[config.mk]
export PLATFORM = sky130hd
export DESIGN_NAME = block_interleaver
export DESIGN_NICKNAME = d
export VERILOG_FILES = /design/src/rtl/block_interleaver.sv
export SDC_FILE = /design/constraint.sdc
export NUM_CORES = 1
export LEC_CHECK = 0
export ABC_AREA = 1
export CORE_MARGIN = 2
export CORE_UTILIZATION = 29
export CTS_BUF_LIST = sky130_fd_sc_hd__clkbuf_8
export DETAILED_ROUTE_END_ITERATION = 7
export PLACE_DENSITY = 0.49
export SKIP_CTS_REPAIR_TIMING = 1
export SYNTH_ARGS = -nofsm -noshare
export SYNTH_HDL_FRONTEND = slang
export SYNTH_SLANG_ARGS = --single-unit
[constraint.sdc]
create_clock -name clk -period 1.9 [get_ports clk]
set_clock_uncertainty 0.1 [all_clocks]
set_input_delay 0.38 -clock clk [delete_from_list [all_inputs] [get_ports clk]]
set_output_delay 0.38 -clock clk [all_outputs]
set_load 0.01 [all_outputs]
[src/rtl/block_interleaver.sv]
// block_interleaver
// Ping-pong ROWS x COLS block interleaver / deinterleaver.
// Symbols are written row-major into one bank. The previously completed bank
// is read out in permuted order, one symbol per accepted input, so output
// runs in lock-step with input once the first block has been written.
// Optional feature macro: INTLV_SOF_EN adds sof_i / align_err_o
// (input block re-alignment with a sticky error flag).

module block_interleaver #(
  parameter int ROWS   = 4,
  parameter int COLS   = 4,
  parameter int DATA_W = 1
) (
  input  logic              clk,
  input  logic              rst,
  input  logic              mode_i,
  input  logic              in_valid,
  input  logic [DATA_W-1:0] data_i,
`ifdef INTLV_SOF_EN
  input  logic              sof_i,
  output logic              align_err_o,
`endif
  output logic              out_valid,
  output logic [DATA_W-1:0] data_o,
  output logic              frame_start_o
);

  localparam int N  = ROWS * COLS;
  localparam int AW = $clog2(N);
  localparam logic [AW-1:0] IDX_FIRST = {AW{1'b0}};
  localparam logic [AW-1:0] IDX_LAST  = AW'(N - 1);

  // Permuted read address for output position r of a completed block.
  // Interleave reads column-major what was written row-major; deinterleave
  // swaps the roles of ROWS and COLS so it exactly undoes the interleave.
  function automatic logic [AW-1:0] perm_addr(input logic [AW-1:0] r, input logic mode);
    int ri;
    int a;
    ri = 32'(r);
    if (mode == 1'b0) begin
      a = (ri % ROWS) * COLS + (ri / ROWS);
    end else begin
      a = (ri % COLS) * ROWS + (ri / COLS);
    end
    return a[AW-1:0];
  endfunction

  // Two symbol banks; contents are don't-care until a full block is written.
  logic [DATA_W-1:0] mem_r [2][N];

  logic [AW-1:0] w_r;        // write index inside the current bank
  logic          wb_r;       // bank currently being written
  logic [1:0]    full_r;     // per-bank "holds a complete block"
  logic [1:0]    bmode_r;    // per-bank mode latched at its first symbol

  logic          misalign_s; // start-of-block marker seen mid-block
  logic [AW-1:0] wr_idx_s;   // index this accepted symbol is written to
  logic          rd_bank_s;  // bank being read out
  logic [AW-1:0] rd_addr_s;  // permuted read address in the read bank
  logic          emit_s;     // read bank holds a block worth emitting

  // Resolve write index, read bank/address and whether this symbol emits.
  always_comb begin
    misalign_s = 1'b0;
`ifdef INTLV_SOF_EN
    if (sof_i && (w_r != IDX_FIRST)) begin
      misalign_s = 1'b1;
    end else begin
      misalign_s = 1'b0;
    end
`endif
    if (misalign_s) begin
      wr_idx_s = IDX_FIRST;
    end else begin
      wr_idx_s = w_r;
    end
    rd_bank_s = ~wb_r;
    rd_addr_s = perm_addr(wr_idx_s, bmode_r[rd_bank_s]);
    emit_s    = full_r[rd_bank_s] & ~misalign_s;
  end

  // Store each accepted symbol into the bank being written (no reset needed).
  always_ff @(posedge clk) begin
    if (in_valid) begin
      mem_r[wb_r][wr_idx_s] <= data_i;
    end
  end

  // Write-index / bank-swap control and registered output stage.
  always_ff @(posedge clk or negedge rst) begin
    if (!rst) begin
      w_r           <= IDX_FIRST;
      wb_r          <= 1'b0;
      full_r        <= 2'b00;
      bmode_r       <= 2'b00;
      out_valid     <= 1'b0;
      frame_start_o <= 1'b0;
      data_o        <= {DATA_W{1'b0}};
`ifdef INTLV_SOF_EN
      align_err_o   <= 1'b0;
`endif
    end else if (in_valid) begin
      if (wr_idx_s == IDX_FIRST) begin
        bmode_r[wb_r] <= mode_i;
      end

      if (emit_s) begin
        data_o        <= mem_r[rd_bank_s][rd_addr_s];
        out_valid     <= 1'b1;
        frame_start_o <= (wr_idx_s == IDX_FIRST);
      end else begin
        out_valid     <= 1'b0;
        frame_start_o <= 1'b0;
      end

      // A mid-block marker abandons the partial block and the stale read
      // bank, so output only resumes after a fresh complete block.
      if (misalign_s) begin
        full_r[rd_bank_s] <= 1'b0;
`ifdef INTLV_SOF_EN
        align_err_o       <= 1'b1;
`endif
      end

      if (wr_idx_s == IDX_LAST) begin
        w_r          <= IDX_FIRST;
        full_r[wb_r] <= 1'b1;
        wb_r         <= ~wb_r;
      end else begin
        w_r          <= wr_idx_s + {{(AW-1){1'b0}}, 1'b1};
      end
    end else begin
      out_valid     <= 1'b0;
      frame_start_o <= 1'b0;
    end
  end

endmodule
==> impl_results.md <==
* DR pass1 iterations at 4
* R2R cell count at 4
* Synth area leader: edfxtp_1
* Flop pwr share at 0.428
* Synth cell types at 22
* Synth warn at 0
* Setup slack, reg-to-reg at 0.21 ns
* Crit start category: flip-flop
* DR WL met2 at 1830 um
* Max incr delay on CP at 0.45 ns
* Part of the power in the clock network at 0.191
* Status: finished, final reports clean
* Ys flop type: edfxtp_1
* Post-Synthesis Cells at 227
* Crit path DAT at 1.58 ns
* Synthesized cell area at 2080 um^2
* NetSw at 1.14 mW
* Worst hold-check path type: primary input to asynchronous set/reset pin
* Routed wire length at 3940 um
* Post-Route M1 WL at 1960 um
* CTS Buffer Depth at 2
* Critical Path Slowest Stage Cell: dfrtp_1
* Share of layout cells above drive strength 1 at 0.100
* Fin crit period at 1.69 ns
* Initial antenna violation count at 0
* Async set-reset flop share out of synthesis at 0.238
* Root Buffer: clkbuf_8
* Final Setup Violations at 0
* Total gr overflow at 0
* Max Used Layer: met4
* Vias post-DR at 1410
* Count of standard-cell rows at 30
* GPL Wtd Cong at 0.728
* Port-buffer cells at 6
* Leak at 0.976 nW
* CP Cell Sequence: inv_1 -> ha_1 -> nand2_1 -> nor3_1
* Initial DRC count at 69
* DR WL met3 at 75 um
* Vias in the first global route at 1283
* Nature of the critical path endpoint: flip-flop
* Core area at 6870 um^2
* H-Tree Depth at 2
* Clk_lat worst skew at 0.29 ns
* Count of final hold-check violations at 0
* Synth Area per Inst at 9.14 um^2
* Pint at 1.69 mW
* Worst vdd ir at 0.413 mV
* Worst slack at placement at -0.0891 ns
* R2R Path Start: w_r[0]
* Synthesized net count at 236
* Layout area overhead at 11.8%
* Die X at 88.6 um
* Finished Core Util at 0.338
* Initial Utilization at 0.302
* Wire length per cell at 11.7 um
* CTS clk-pin slew, worst paths at 0.08 ns
* Post-synthesis sequential area ratio at 0.583
* Setup Crit Path Kind: flip-flop to flip-flop
* RSZ-0062 raised after global routing: false
* Drt via density at 4.20
* Top cell type's share of synthesized area at 0.463
* CTS tree: built
* Largest net degree at the start of global routing at 33
* GR Util All Layers at 0.113
* Fin crit share at 0.889
* Worst setup slack after layout at 0.211 ns
* Antenna Nets Post-Route at 0
* Power share of the combinational group at 0.381
* Fin Setup TNS at 0 ns
* Clock Sink Count at 42
* Synth top area cells: edfxtp_1 46%, dfrtp_1 12%, nand2_1 12%
* Drc violations at 0
* Final Max Tran Viols at 0
* Nets@finish at 248
* First-pass GRT wire length at 6590 um
* Detailed placement HPWL at 2670 um
* Worst-Margin Slew at 0.458 ns
* Worst reg2reg endpoint: mem_r[0][7]
* CTS Buf Count at 5
* Net Sw Frac at 0.404
* Die Ht at 88.6 um
* Synthesized flop and latch total at 42
* Slew Limit Headroom at 0.694
* # fillers at 752
* Worst Path Required at 1.79 ns
* Die area at 7850 um^2
* I/O Pins at 8
* Ant diodes at 0
* MaxCap Viol Count at 0
* FMAX at 592 MHz
* Worst-path fanout max at 8
* EDFF count, synth at 32
* PD cells at 1220 nW/um^2
-- synthesized netlist by cell type, types with 2 or more instances --
library cell  count
nor2_1           20
or2_2             2
buf_2             2
nand2_1          65
o21ai_0           5
ha_1              4
dfrtp_1          10
edfxtp_1         32
buf_6             5
nor3_1           29
nand3_1          12
inv_1            29
inv_2             3
-- logic make-up after synthesis --
group	Yosys count	synth area share
AOI/OAI and AO/OA	5	0.0121
xor gates and xnor gates	1	0.00422
buffers and inverters	42	0.0982
and+or+nand+nor	133	0.278
DFF	42	0.583
adders and majority gates	4	0.0241
-- per-stage QoR --
| step | instances | power (mW) | hold WS [ns] | instance area (um^2) |
|---|---|---|---|---|
| after detailed placement | 328 | 2.33 | 0.366 | 2240 |
| after floorplan | 227 | 2.08 | -0.0156 | 2080 |
| after global placement | 328 | 2.33 | 0.367 | 2240 |
| after CTS | 336 | 2.88 | 0.313 | 2320 |
| final | 336 | 2.83 | 0.303 | 2320 |
| after global routing | 336 | 3.08 | 0.334 | 2320 |
-- critical path: cells and delay by family, from the launching register on --
family | cells | cell delay [ns]
flops | 1 | 0.45
simple gates | 2 | 0.47
buf+inv | 1 | 0.18
fa+ha+maj | 1 | 0.19
-- routing by layer --
| metal | track usage | vias up |
|---|---|---|
| met2 | 0.173 | 11 |
| met3 | 0.0252 | 5 |
| met4 | 0.0413 | 0 |
| met5 | 0 | - |
| li1 | - | 750 |
| met1 | 0.157 | 644 |
-- cell usage in the layout (no fill, tap or decap), drive strengths merged, types with 4 or more instances in the layout --
| cell type | n |
|---|---|
| nand2 | 66 |
| inv | 34 |
| edfxtp | 32 |
| nor3 | 30 |
| nor2 | 22 |
| nand3 | 12 |
| dfrtp | 10 |
| buf | 8 |
| clkdlybuf4s50 | 6 |
| o21ai | 5 |
| clkbuf | 5 |
| ha | 4 |
-- how the worst max path moves through the flow --
stage / startpoint / to / slack, ns / cells after the start
after floorplan: w_r[0] / mem_r[0][11] / 0.44 / 4
after global placement: in_valid / mem_r[0][4] / -0.08 / 4
after detailed placement: in_valid / mem_r[1][0] / -0.09 / 5
after CTS: w_r[0] / mem_r[0][7] / 0.20 / 4
after global routing: w_r[2] / data_o / 0.03 / 10
final: w_r[0] / mem_r[0][7] / 0.21 / 4
-- state kept, by name, summed over array words and instances (netlist names) --
signal         cells
data_o             1
frame_start_o      1
full_r             2
mem_r             32
out_valid          1
w_r                4
wb_r               1
-- cell type report --
cell class / instances / area (um^2) / share of cell area
multi-input combinational: 143 / 661 / 0.285
sequential: 42 / 1210 / 0.522
timing repair buffer: 14 / 120 / 0.0518
clock inverter: 3 / 12.5 / 0.00539
tap: 96 / 120 / 0.0518
inverter: 33 / 126 / 0.0545
clock buffer: 5 / 68.8 / 0.0297
-- power by group through the flow --
| stage | sequential [mW] | clock (mW) | combinational [mW] |
|---|---|---|---|
| 3_5_place_dp | 1.23 | 0 | 1.10 |
| 5_1_grt | 1.23 | 0.597 | 1.25 |
| 4_1_cts | 1.21 | 0.560 | 1.11 |
| 6_report | 1.21 | 0.540 | 1.08 |
| 2_1_floorplan | 1.19 | 0 | 0.885 |
| 3_3_place_gp | 1.23 | 0 | 1.10 |
(Power assumes the default switching activity.)
